### config.mk
export PLATFORM = sky130hd
export DESIGN_NAME = nonconsecutive_seq_gen
export DESIGN_NICKNAME = d
export VERILOG_FILES = /design/src/rtl/nonconsecutive_seq_gen.sv
export SDC_FILE = /design/constraint.sdc
export NUM_CORES = 1
export LEC_CHECK = 0
export BUFFER_PORTS_ARGS = -buffer_cell sky130_fd_sc_hd__buf_2
export CORE_MARGIN = 5
export CORE_UTILIZATION = 49
export DETAILED_ROUTE_END_ITERATION = 8
export PLACE_DENSITY = 0.82
export SYNTH_ARGS = -nofsm -noshare
export SYNTH_HDL_FRONTEND = slang
export SYNTH_SLANG_ARGS = --single-unit
### constraint.sdc
create_clock -name i_clk -period 1.6 [get_ports i_clk]
set_input_delay 0.32 -clock i_clk [delete_from_list [all_inputs] [get_ports i_clk]]
set_output_delay 0.32 -clock i_clk [all_outputs]
set_load 0.03 [all_outputs]
### src/rtl/nonconsecutive_seq_gen.sv
// nonconsecutive_seq_gen
//   Pattern generator: on a request emits N_A A symbols, consecutive A's
//   separated by B_LEN B symbols, then one C, then returns to IDLE.
//   Symbol encoding (zero-extended to SYM_W): IDLE=0, A=1, B=2, C=3.
//   An embedded monitor watches o_sequence and counts legal completions.
// Ports
//   i_clk        clock, posedge
//   i_rstn       synchronous active-low reset
//   i_req        start request, only sampled while o_ready=1
//   o_ready      state is IDLE
//   o_running    state is A, B or C
//   o_sequence   current state symbol
//   o_done       high for the single C cycle
//   o_match_cnt  saturating count of legal completions seen by the monitor
//   o_err        sticky monitor violation flag
module nonconsecutive_seq_gen #(
  parameter int SYM_W = 2,
  parameter int N_A   = 2,
  parameter int B_LEN = 3,
  parameter int CNT_W = 4
) (
  input  logic             i_clk,
  input  logic             i_rstn,
  input  logic             i_req,
  output logic             o_ready,
  output logic             o_running,
  output logic [SYM_W-1:0] o_sequence,
  output logic             o_done,
  output logic [CNT_W-1:0] o_match_cnt,
  output logic             o_err
);

  if (SYM_W < 2 || N_A < 1 || N_A > 15 || B_LEN < 1 || B_LEN > 15 || CNT_W < 1) begin : g_bad_param
    $error("nonconsecutive_seq_gen: illegal parameter set");
  end

  typedef enum logic [1:0] {
    S_IDLE = 2'd0,
    S_A    = 2'd1,
    S_B    = 2'd2,
    S_C    = 2'd3
  } state_e;

  localparam logic [3:0]       A_LAST    = 4'(N_A - 1);
  localparam logic [3:0]       B_LAST    = 4'(B_LEN - 1);
  localparam logic [3:0]       N_A_4     = 4'(N_A);
  localparam logic [SYM_W-1:0] SYM_IDLE  = SYM_W'(0);
  localparam logic [SYM_W-1:0] SYM_A     = SYM_W'(1);
  localparam logic [SYM_W-1:0] SYM_C     = SYM_W'(3);
  localparam logic [CNT_W-1:0] MATCH_MAX = {CNT_W{1'b1}};

  state_e     state_q, state_d;
  logic [3:0] a_cnt_q, a_cnt_d;
  logic [3:0] b_cnt_q, b_cnt_d;

  // Monitor state
  logic [3:0]       mon_cnt_q, mon_cnt_d;
  logic             prev_a_q, prev_a_d;
  logic [CNT_W-1:0] match_q, match_d;
  logic             err_q, err_d;

  // ---------------- generator FSM ----------------
  always_ff @(posedge i_clk) begin
    if (!i_rstn) begin
      state_q <= S_IDLE;
      a_cnt_q <= '0;
      b_cnt_q <= '0;
    end else begin
      state_q <= state_d;
      a_cnt_q <= a_cnt_d;
      b_cnt_q <= b_cnt_d;
    end
  end

  always_comb begin
    state_d = state_q;
    a_cnt_d = a_cnt_q;
    b_cnt_d = b_cnt_q;
    case (state_q)
      S_IDLE: if (i_req) state_d = S_A;
      S_A: begin
        if (a_cnt_q == A_LAST) begin
          state_d = S_C;
          a_cnt_d = '0;
        end else begin
          state_d = S_B;
          a_cnt_d = a_cnt_q + 4'd1;
          b_cnt_d = '0;
        end
      end
      S_B: begin
        if (b_cnt_q == B_LAST) begin
          state_d = S_A;
          b_cnt_d = '0;
        end else begin
          b_cnt_d = b_cnt_q + 4'd1;
        end
      end
      S_C:     state_d = S_IDLE;
      default: state_d = S_IDLE;
    endcase
  end

  assign o_sequence = SYM_W'(state_q);
  assign o_ready    = (state_q == S_IDLE);
  assign o_running  = (state_q != S_IDLE);
  assign o_done     = (state_q == S_C);

  // ---------------- monitor ----------------
  // Decodes o_sequence only, so it checks the generator rather than sharing
  // its counters.
  logic is_a, is_c, is_idle;
  assign is_a    = (o_sequence == SYM_A);
  assign is_c    = (o_sequence == SYM_C);
  assign is_idle = (o_sequence == SYM_IDLE);

  always_ff @(posedge i_clk) begin
    if (!i_rstn) begin
      mon_cnt_q <= '0;
      prev_a_q  <= 1'b0;
      match_q   <= '0;
      err_q     <= 1'b0;
    end else begin
      mon_cnt_q <= mon_cnt_d;
      prev_a_q  <= prev_a_d;
      match_q   <= match_d;
      err_q     <= err_d;
    end
  end

  always_comb begin
    mon_cnt_d = mon_cnt_q;
    prev_a_d  = is_a;
    match_d   = match_q;
    err_d     = err_q;
    if (is_a) begin
      if (prev_a_q) err_d = 1'b1;
      if (mon_cnt_q != 4'hF) mon_cnt_d = mon_cnt_q + 4'd1;
    end else if (is_c) begin
      mon_cnt_d = '0;
      if (mon_cnt_q == N_A_4) begin
        if (match_q != MATCH_MAX) match_d = match_q + 1'b1;
      end else begin
        err_d = 1'b1;
      end
    end else if (is_idle) begin
      mon_cnt_d = '0;
    end
  end

  assign o_match_cnt = match_q;
  assign o_err       = err_q;

endmodule

# Word-level counts from Yosys, hierarchy flattened
# Index checks and enable logic that the tools add are counted.
# op_classes
add_sub_neg	4
eq_ne	14
muxes	16
bitwise_logic	1
reduce_logical	10
# ops
operator	count
$mux 4	7
$add 4x1->4 const B	4
$ne 2x2->1 const B	5
$eq 4x2->1 const B	2
$ne 4x4->1 const B	2
$pmux 2 s4	1
$pmux 4 s2	1
$reduce_and 2->1	3
$reduce_bool 2->1	3
$mux 1	5
$eq 2x2->1 const B	2
$eq 4x1->1 const B	1
$mux 2	2
$reduce_and 4->1	1
$reduce_and 3->1	1
$reduce_bool 3->1	1
$eq 2x1->1 const B	1
$logic_not 2->1	1
$ne 2x1->1 const B	1
$not 1->1	1
# totals
ff_bits	20
input_bits	3
out_inout_bits	10
elab_cells	52

# Longest topological paths before layout
# logic_depth
word_depth	4
depth_mapped	6
depth_no_buf	6

# Worst setup path before layout
# No wires, ideal clock.
# synth_path
path_type	register -> register
startpoint	reg state_q[1] (netlist: o_sequence[1])
endpoint	reg b_cnt_q[3]
setup_time_ns	0.062
arrival_time_ns	1.510
required_ns	1.538
setup_slack_ns	0.029
path_stages_with_launch	5
path_buffers	0
period_less_slack_ns	1.571
path_cell_list	dfxtp_1 and2b_1 o311ai_4 or3_1 nand3_1
# synth_between
elab_chain_len	3
elab_cells_between_ends	6
classes_between	eq/ne: 3; mux: 1; reduce/logical: 2
# synth_lines
item	line_no	text
start: declaration	52	state_e state_q, state_d;
start signal: assignment	69	state_q <= state_d;
$eq 2x1->1 / $eq 2x2->1 (equally long branches)	79	case (state_q)
$ne 2x2->1 (no line) / $reduce_bool 2->1 (equally long branches)	-	
$reduce_and 2->1 (no line)	-	
end signal: assignment	71	b_cnt_q <= b_cnt_d;
end: declaration	54	logic [3:0] b_cnt_q, b_cnt_d;
# Parallel ways exist; a longest one is shown, timed or not.
# A chain may end at the register's enable or synchronous reset.

# Final worst setup path
# layout_path
startpoint	reg state_q[1] (netlist: o_sequence[1])
endpoint	out o_ready
# layout_between
elab_chain_len	1
# layout_lines
item	line_no	text
$logic_not 2->1	105	assign o_ready = (state_q == S_IDLE);
end: declaration	25	output logic o_ready,
# Every way passes these cells.

==> out/qor.yml <==
worst_setup_path:
  cp_common_cell: "buf_4"
  crit_path_max_fanout: 9
  required_ps: 1280
  critPathSlowestCell: "dfxtp_2"
  slowest_delay_ps: 330
  start_kind: "flop"
  crit_arrival_ps: 1220
  critPathTopFamily: "buffers and inverters"
  worst-setup-path-type: "flop to output port"
  path_cells: "buf_4 > or2_1 > inv_1 > buf_4"
  crit_buf_inv: 3
  crit_path_end_kind: "output port"
layout:
  diodes: 0
  num-fill-cells: 175
  regArea_sq_um: 403
  stdcell_area_sq_um: 1160
  finalNonFillerCells: 159
  final_layout_size_suffix_gt1_frac: 0.220
  multi_input_area_sq_um: 566
  nets: 142
  area_delta_synth_final_pct: 18.2
sta:
  hold_viol: 0
  finalCritPeriodShare: 0.965
  slew_viol_final: 0
  whs_ps: 308
  finalSetupViolations: 0
  finalWorstSetupSlack_ps: 55.7
  tightest_slew_ps: 355
  relSlewSlack: 0.763
  fmax_ghz: 0.648
  period_needed_ps: 1540
  rsz0062_at_grt: "yes"
  skew_ps: 2.66
global_routing:
  grt_pass1_wl_mm: 3.59
  track_usage: 0.164
  gr-total-overflow: 0
  antenna_found_initial: 0
  grt_pass1_vias: 837
  grt_max_degree: 14
yosys:
  syn-mean-instance-area_sq_um: 8.69
  synth_area_leaders: "dfxtp_1, ha_1, nor2_1"
  synth_area_leader_cell: "dfxtp_1"
  yosysSeqAreaShare: 0.408
  postSynthCellCount: 113
  syn_nets: 121
  yosysUniqueCellTypes: 39
  synth-edff-count: 0
  synth_ff_type: "dfxtp_1"
  synth-async-reset-ratio: 0
  synth_area_sq_um: 982
  ys_warn_count: 0
  synth-seq-cells: 20
  synth_top_area_frac: 0.408
detailed_routing:
  viasPerCell: 5.47
  routed_wl_mm: 2.10
  wl_per_cell_um: 13.2
  drt-pass1-iter-count: 4
  first_iter_violations: 5
  drtAntennaViolNets: 0
  vias: 870
  post-route-drc-count: 0
clock_tree:
  clk_pin_slew_ps: 100
  ctsLongestPathBuffers: 2
  hold_buffers: 0
  htreeDepth: 1
  cts.sinks: 20
  cts_buffers: 3
  post-cts-setup-buffer-count: 0
  root_buffer: "clkbuf_4"
  clk_latency_ps: 290
  cts_tree: "yes"
job:
  cap_violations: 0
place:
  dp_cells: 156
  dpl_worst_slack_ps: 22.6
  dpl_cell_area_sq_um: 1110
  place_hpwl_mm: 1.55
  io_buffers: 12
  gp_congestion: 0.739
floorplanning:
  core_area_sq_um: 1940
  die_x_um: 54.8
  start_util: 0.506
  num_rows: 16
  die_area_sq_um: 3000
  io_pins: 13
  die_y_um: 54.8
power_and_ir_drop:
  leakage_uw: 0.000498
  cellPowerDensity_nw_per_um2: 794
  ir_drop_mv: 0.445
min_path:
  hold_class: "input pin to flop"
outcome:
  status: "complete, no violations"
==> registers in the layout, indices dropped and copies added (netlist names) <==
signal and cells:
a_cnt_q 4, b_cnt_q 4, mon_cnt_q 4, o_err 1, o_match_cnt 4, o_sequence 2
prev_a_q 1
==> final timing paths <==
path | slack (ps) | start | cells after the start | to
setup reg to reg | 60 | a_cnt_q[3] | 4 | b_cnt_q[2]
hold reg to reg | 510 | o_match_cnt[1] | 2 | o_match_cnt[1]
hold / removal | 310 | i_rstn | 2 | o_sequence[0]
setup / recovery | 60 | o_sequence[1] | 4 | o_ready
==> per-layer routing <==
metal	wire length (um)	up-vias	global-route usage	part of all wire
met1	894	417	0.186	0.43
met5	0	-	0	0
li1	-	436	-	-
met3	64	4	0.0245	0.031
met4	25	0	0.0747	0.012
met2	1110	13	0.297	0.53
==> power by group <==
part           leakage [uW]  internal [uW]  switching (uW)
sequential         0.000163            513            10.4
combinational      0.000321           63.7            99.6
clock             0.0000138           87.7             148
==> cells by family after synthesis <==
kind of cell,synth area share
adders and majority gates,0.0637
buffers and inverters,0.0357
and+or+nand+nor,0.273
AOI/OAI and AO/OA,0.166
xor gates and xnor gates,0.0446
muxes,0.0102
DFF,0.408
==> stage by stage <==
stage,util,TNS (ps),power (uW)
2_1_floorplan,-,0,641
3_3_place_gp,0.573,0,687
3_5_place_dp,0.573,0,693
4_1_cts,0.587,0,920
5_1_grt,0.598,-3.11,965
6_report,0.598,0,922
==> cell type report <==
type / instances / area share
timing repair buffer: 18 / 0.0948
inverter: 7 / 0.0226
multi-input combinational: 84 / 0.487
sequential: 20 / 0.347
tap: 27 / 0.0291
clock buffer: 3 / 0.0194
==> placed cells by master, fill, tap and decap left out, types with 2 or more instances in the layout <==
cell | Yosys | routed
nor2_1 | 13 | 12
nand2_1 | 8 | 7
dfxtp_2 | 0 | 2
buf_2 | 1 | 10
buf_4 | 0 | 7
clkbuf_4 | 0 | 4
nand3_1 | 9 | 9
xnor2_1 | 2 | 2
nor3b_1 | 2 | 2
nor3_1 | 3 | 2
xor2_1 | 3 | 3
dfxtp_1 | 20 | 18
o21ai_1 | 3 | 3
ha_1 | 5 | 5
nand2b_1 | 2 | 2
inv_1 | 7 | 7
nor2b_1 | 2 | 2
nand3b_1 | 2 | 2
nand4_1 | 2 | 2
a21oi_1 | 7 | 7
==> synth_stat cells, types with 2 or more instances <==
cell      number
a21oi_1        7
dfxtp_1       20
ha_1           5
inv_1          7
nand2_1        8
nand2b_1       2
nand3_1        9
nand3b_1       2
nand4_1        2
nor2_1        13
nor2b_1        2
nor3_1         3
nor3b_1        2
o21ai_1        3
xnor2_1        2
xor2_1         3
==> timing repair <==
| action | 4_1_cts | 5_1_grt |
|---|---|---|
| pin swaps | 0 | 2 |
| endpoints found under the setup margin | 1 | 5 |
| resized for setup | 1 | 9 |
Power figures use the tool's default switching activity.
